==> src/rtl/demux32_stream.sv <==
// Streaming 1-to-2 demultiplexer: steers each input word to channel A or B,
// each channel buffered by its own small FIFO with a delivered-word counter.

module demux32_stream_fifo #(
    parameter int WIDTH = 32,
    parameter int DEPTH = 2,
    parameter int CNT_W = 16
) (
    input  logic             clk,
    input  logic             reset,
    input  logic             push,
    input  logic [WIDTH-1:0] data,
    input  logic             ready,
    output logic [WIDTH-1:0] out,
    output logic             valid,
    output logic             full,
    output logic [CNT_W-1:0] count
);
    localparam int AW = $clog2(DEPTH);
    localparam logic [AW:0]    OCC_FULL = (AW+1)'(DEPTH);
    localparam logic [AW:0]    OCC_ONE  = (AW+1)'(1);
    localparam logic [AW-1:0]  PTR_ONE  = AW'(1);
    localparam logic [CNT_W-1:0] CNT_ONE = CNT_W'(1);

    logic [WIDTH-1:0] mem [DEPTH];
    logic [AW-1:0]    wptr;
    logic [AW-1:0]    rptr;
    logic [AW:0]      occ;
    logic             pop;

    assign valid = (occ != '0);
    // Full comes from registered occupancy so a same-cycle pop never frees space
    assign full  = (occ == OCC_FULL);
    assign pop   = valid & ready;
    assign out   = valid ? mem[rptr] : '0;

    always_ff @(posedge clk) begin
        if (reset) begin
            wptr  <= '0;
            rptr  <= '0;
            occ   <= '0;
            count <= '0;
        end else begin
            if (push) begin
                wptr <= wptr + PTR_ONE;
            end
            if (pop) begin
                rptr  <= rptr + PTR_ONE;
                count <= count + CNT_ONE;
            end
            if (push && !pop) begin
                occ <= occ + OCC_ONE;
            end else if (pop && !push) begin
                occ <= occ - OCC_ONE;
            end
        end
    end

    always_ff @(posedge clk) begin
        if (push) begin
            mem[wptr] <= data;
        end
    end
endmodule

module demux32_stream #(
    parameter int WIDTH = 32,
    parameter int DEPTH = 2,
    parameter int CNT_W = 16
) (
    input  logic             clk,
    input  logic             reset,
    input  logic [WIDTH-1:0] in_data,
    input  logic             in_sel,
    input  logic             in_valid,
    output logic             in_ready,
    output logic [WIDTH-1:0] a_out,
    output logic             a_valid,
    input  logic             a_ready,
    output logic [WIDTH-1:0] b_out,
    output logic             b_valid,
    input  logic             b_ready,
    output logic [CNT_W-1:0] a_count,
    output logic [CNT_W-1:0] b_count
);
    logic full_a;
    logic full_b;
    logic push_a;
    logic push_b;

    // Ready depends only on select and registered fill state, never on consumers
    assign in_ready = in_sel ? !full_b : !full_a;
    assign push_a   = in_valid & in_ready & !in_sel;
    assign push_b   = in_valid & in_ready & in_sel;

    demux32_stream_fifo #(
        .WIDTH(WIDTH),
        .DEPTH(DEPTH),
        .CNT_W(CNT_W)
    ) u_a (
        .clk  (clk),
        .reset(reset),
        .push (push_a),
        .data (in_data),
        .ready(a_ready),
        .out  (a_out),
        .valid(a_valid),
        .full (full_a),
        .count(a_count)
    );

    demux32_stream_fifo #(
        .WIDTH(WIDTH),
        .DEPTH(DEPTH),
        .CNT_W(CNT_W)
    ) u_b (
        .clk  (clk),
        .reset(reset),
        .push (push_b),
        .data (in_data),
        .ready(b_ready),
        .out  (b_out),
        .valid(b_valid),
        .full (full_b),
        .count(b_count)
    );
endmodule

==> config.mk <==
export PLATFORM = sky130hd
export DESIGN_NAME = demux32_stream
export DESIGN_NICKNAME = d
export VERILOG_FILES = /design/src/rtl/demux32_stream.sv
export SDC_FILE = /design/constraint.sdc
export NUM_CORES = 1
export LEC_CHECK = 0
export BUFFER_PORTS_ARGS = -buffer_cell sky130_fd_sc_hd__buf_2
export CAP_MARGIN = 20
export CORE_ASPECT_RATIO = 1.5
export CORE_UTILIZATION = 59
export CTS_CLUSTER_DIAMETER = 60
export CTS_CLUSTER_SIZE = 8
export DETAILED_ROUTE_END_ITERATION = 8
export GPL_ROUTABILITY_DRIVEN = 0
export PLACE_DENSITY_LB_ADDON = 0.12
export SLEW_MARGIN = 15
export SYNTH_ARGS = -nofsm -noshare
export SYNTH_HDL_FRONTEND = slang
export SYNTH_HIERARCHICAL = 1
export SYNTH_SLANG_ARGS = --single-unit
==> constraint.sdc <==
create_clock -name clk -period 7.3 [get_ports clk]
set_input_delay 0 -clock clk [delete_from_list [all_inputs] [get_ports clk]]
set_output_delay 0 -clock clk [all_outputs]
set_load 0.05 [all_outputs]
After elaboration in Yosys (flattened, before gate mapping)
Memory sizes are Yosys's and may differ from the RTL's. A register that Yosys moved wholly into a read port is not among the register bits.
Cells that the tools add are included.
{"block": "totals", "elab_cells": 57, "reg_bits": 40, "in_bits": 38, "n_memories": 2, "ram_bits": 128, "out_inout_bits": 99}
{"block": "classes", "n_reduce_logical": 15, "n_eq_ne": 2, "n_bitwise": 5, "n_mux": 15, "addsub": 10}
{"memory": "u_a.mem", "words": 2, "width": 32, "rd": 1, "rd_clocked_by_memory_dff": 1, "write_ports": 1, "line": "25", "rtl": "logic [WIDTH-1:0] mem [DEPTH];"}
{"memory": "u_b.mem", "words": 2, "width": 32, "rd": 1, "rd_clocked_by_memory_dff": 1, "write_ports": 1, "line": "25"}
{"operator": "$mux 32", "count": 2}
{"operator": "$add 16x1->16 const B", "count": 2}
{"operator": "$mux 1", "count": 9}
{"operator": "$mux 2", "count": 4}
{"operator": "$reduce_bool 2->1", "count": 4}
{"operator": "$logic_not 1->1", "count": 7}
{"operator": "$and 1x1->1", "count": 5}
{"operator": "$add 1x1->1 const B", "count": 4}
{"operator": "$add 2x1->2 const B", "count": 2}
{"operator": "$eq 2x2->1 const B", "count": 2}
{"operator": "$logic_and 1x1->1", "count": 4}
{"operator": "$sub 2x1->2 const B", "count": 2}

Logic depth before layout (Yosys ltp)
{"block": "logic_depth", "word_depth": 9, "ltp_mapped": 7, "ltp_nobuf": 6}

Cells and area by module
Netlist, hierarchy kept.
{"module": "demux32_stream_fifo at u_b", "n_inst": 1, "cells_per_inst": 240, "seq_area_each_um2": 2342.2, "area_each_um2": 3399.5}
{"module": "demux32_stream_fifo at u_a", "n_inst": 1, "cells_per_inst": 238, "seq_area_each_um2": 2342.2, "area_each_um2": 3328.2}
{"module": "demux32_stream", "n_inst": 1, "cells_per_inst": 3, "seq_area_each_um2": 0.0, "area_each_um2": 26.3}

Worst setup path after synthesis
No wires, ideal clock.
{"block": "synth_timing", "kind": "register to register", "startpoint": "register u_a.occ[0]", "endpoint": "memory u_a.mem[0][0], enable pin", "stages_incl_launch_ff": 5, "slack_ns": 4.471, "setup_ns": 0.425, "n_path_buf": 1, "period_less_slack_ns": 2.829, "t_required_ns": 6.875, "t_arrival_ns": 2.404, "cell_sequence": "dfxtp_1 > buf_2 > nor2b_1 > nor3b_1 > nor2b_1"}
{"block": "synth_between", "elab_chain_cells": 7}
{"item": "start, declared", "line": "28", "rtl": "logic [AW:0] occ;"}
{"item": "start signal, assigned", "line": "52", "rtl": "occ <= occ + OCC_ONE;"}
{"item": "start signal, assigned", "line": "54", "rtl": "occ <= occ - OCC_ONE;"}
{"item": "$eq 2x2->1", "line": "33", "rtl": "assign full = (occ == OCC_FULL);"}
{"item": "via full_a", "line": "86", "rtl": "logic full_a;"}
{"item": "$logic_not 1->1", "line": "92", "rtl": "assign in_ready = in_sel ? !full_b : !full_a;"}
{"item": "$mux 1", "line": "92"}
{"item": "$and 1x1->1 (2 in series)", "line": "93", "rtl": "assign push_a = in_valid & in_ready & !in_sel;"}
{"item": "via push_a", "line": "88", "rtl": "logic push_a;"}
{"item": "$mux 1", "line": "60", "rtl": "if (push) begin"}
{"item": "$mux 1 (not written as such)", "line": "61", "rtl": "mem[wptr] <= data;"}
{"item": "end, declared", "line": "25"}
The timed path passes the listed nets, and every way through them passes these cells.

Final worst setup path
{"block": "layout_timing", "startpoint": "register u_a.occ[0]", "endpoint": "memory u_a.mem[0][29], enable pin"}
The elaborated chain is that of the path after synthesis.

==> summary.txt <==
Least-Margin Pin Slew: 1.07 ns
Leakage: 3.29 nW
Crit share post-route: 32.2%
Worst Hold Class: input port to flop
Grt ovf: 0
Max Cap Viol: 0
Nets: 693
Area contributors post-synth: edfxtp_1, dfxtp_1, mux2i_1
# DRC: 0
Vias in the first global route: 4339
Synthesized area per cell: 14.0 sq um
GRT Total Usage: 23.6%
Post-synth net total: 523
RSZ-0062 raised after global routing: false
Post-CTS sizing: 0
Tot Pwr: 3.50 mW
Crit path time final: 2.35 ns
Max VDD drop: 0.299 mV
Clock-pin slew on the worst setup and hold paths: 0.06 ns
DRT antenna net count: 0
Power per cell area: 411 nW/um^2
Worst endpoint required time: 7.33 ns
Ant. Diodes: 0
Area grow syn2layout: 26.0%
Share of the synthesized area in the top cell type: 56.9%
Global-route wire length before repair: 20.8 mm
Worst Skew: 0.00785 ns
Synthesized flop and latch total: 170
Max Slew Vio Count: 0
CTS tree: built
Via/cell ratio: 5.27
CTS Buf Count: 17
Mapped Area: 6750 sq um
CTS root buf: clkbuf_16
CTS Sinks: 170
Dpl ws: 4.93 ns
# port buffers: 136
Setup Crit Path Kind: flop to flop
Mean routed wirelength per cell: 16.2 um
Setup TNS: 0 ns
Area of the multi-input gates: 1970 sq um
Drt first-iter violations: 187
Status: completed
Max Fanout on Critical Path: 32
Final instance area: 8510 sq um
Num rows: 47
Critical path arrival: 2.39 ns
Htree depth: 4
Ys Warns: 6
Final Hold Viols: 0
# fillers: 707
Setup ws final: 4.95 ns
F_max: 425 MHz
Die Y: 133 um
Clock latency on the worst-skew pair: 0.41 ns
Largest net degree at the start of global routing: 44
Core area: 11100 sq um
Cell count after synthesis: 481
Die X: 89.4 um
Worst rel slew slack: 29.0%
Worst Hold Margin: 0.0870 ns
Final setup fails: 0
Initial antenna violation count: 0
HPWL Detailed: 8.19 mm
Cell variety after synth: 37
Max clock buf depth: 2
Die area: 11900 sq um
Area leader, netlist: edfxtp_1
Cell Area, Placed: 7560 sq um
Initial core utilization: 60.8%
Endpoint type of the worst setup path: flop
Register area share after synthesis: 69.4%
Routed wire length: 13.1 mm
Share of cells above drive strength 1: 28.5%
Ports: 137
Vias post-DR: 4278
Pre-antenna DRT Iters: 5
Register area: 4690 sq um
Crit start category: flop
-- repair_timing --
action | CTS | global route
hold buffers | 35 | 0
endpoints found under the setup margin | 0 | 0
buffers inserted | 0 | 0
hold endpoints to repair | 131 | 0
-- cells in the final DEF (no fill, tap or decap), types with 5 or more instances in the layout --
cell type,netlist,final
nor3_1,6,6
clkbuf_16,0,17
buf_2,8,136
a21oi_1,8,8
dfxtp_1,42,40
nor2_1,101,99
or3_1,5,5
edfxtp_1,128,128
mux2i_1,67,67
nand2_1,6,6
dlygate4sd3_1,0,35
xnor2_1,16,16
xor2_1,16,16
nand4_1,9,9
nand3_1,6,6
inv_1,9,9
-- cell type report --
type	instances	area share [%]
Clock buffer	18	5.04
Sequential cell	170	55.1
Tap cell	147	2.16
Multi-Input combinational cell	281	23.1
Inverter	9	0.397
Timing Repair Buffer	172	12.2
Clock inverter	14	2.01
-- critical path: stages, from the launching register on --
cell	delay, ns
dfxtp_1	0.52
nor2b_1	0.10
nor3b_1	0.45
nor2b_4	0.88
-- kinds of logic (layout without fill, tap and decap cells) --
| logic type | count (synthesis) | count (layout) | share of synthesized area [%] |
|---|---|---|---|
| adders and majority gates | 4 | 4 | 0.741 |
| AOI/OAI and AO/OA | 22 | 22 | 2.35 |
| DFF | 170 | 170 | 69.4 |
| buffers and inverters | 30 | 213 | 1.93 |
| xor gates and xnor gates | 32 | 32 | 4.15 |
| muxes | 67 | 67 | 9.93 |
| and+or+nand+nor | 156 | 156 | 11.5 |
-- per-layer routing --
metal / up-vias / global-route usage, % / wire length [um]
met5: - / 0 / 0
met4: 0 / 7.67 / 182
met3: 16 / 6.11 / 723
met2: 144 / 42.3 / 7070
met1: 2044 / 26.7 / 5150
li1: 2074 / - / -
-- cells in the mapped netlist, drive strengths merged --
cell       n
nand4     10
nand3      7
edfxtp   128
o2111a     2
and3b      1
dfxtp     42
nand2      6
or3        6
o21ai      6
nor3b      1
nand2b     1
nor3       6
xnor2     16
nor4       9
nor2     101
inv        9
mux2i     67
clkbuf    12
and2       2
buf        9
and4       2
xor2      16
a21o       1
a21oi      8
ha         4
a31o       3
nor2b      4
o2111ai    2
-- flip-flops by register name, indices dropped and copies added, names as in the netlist, named ones only --
signal	count
u_b/wptr	1
u_b/rptr	1
u_a/wptr	1
u_b/count	16
u_b/occ	2
u_a/count	16
u_a/rptr	1
u_a/occ	2
u_a/mem	64
u_b/mem	64
-- where the power goes --
part | internal [mW] | leakage (nW) | switching, mW | total (mW)
clock network | 0.540 | 0.289 | 0.358 | 0.898
registers | 1.13 | 1.51 | 0.119 | 1.25
logic | 0.328 | 1.48 | 1.02 | 1.34
-- through the flow --
stage	utilization, %	cells
floorplan	-	481
global placement	68.0	744
detailed placement	68.0	744
CTS	76.6	811
global route	76.6	811
finish	76.6	811
-- worst paths after layout --
check,startpoint,endpoint,slack (ns),cells past startpoint
worst max register to register,u_a/occ[0]$_SDFFE_PP0P_,u_a/mem[0][29]$_DFFE_PP_,4.95,3
worst min-delay path,in_valid,u_a/wptr$_SDFFE_PP0P_,0.09,4
worst min register to register,u_b/rptr$_SDFFE_PP0P_,flop,0.50,2
worst max-delay path,u_a/occ[0]$_SDFFE_PP0P_,u_a/mem[0][29]$_DFFE_PP_,4.95,3
No activity file was read; power rests on OpenSTA's default activity.
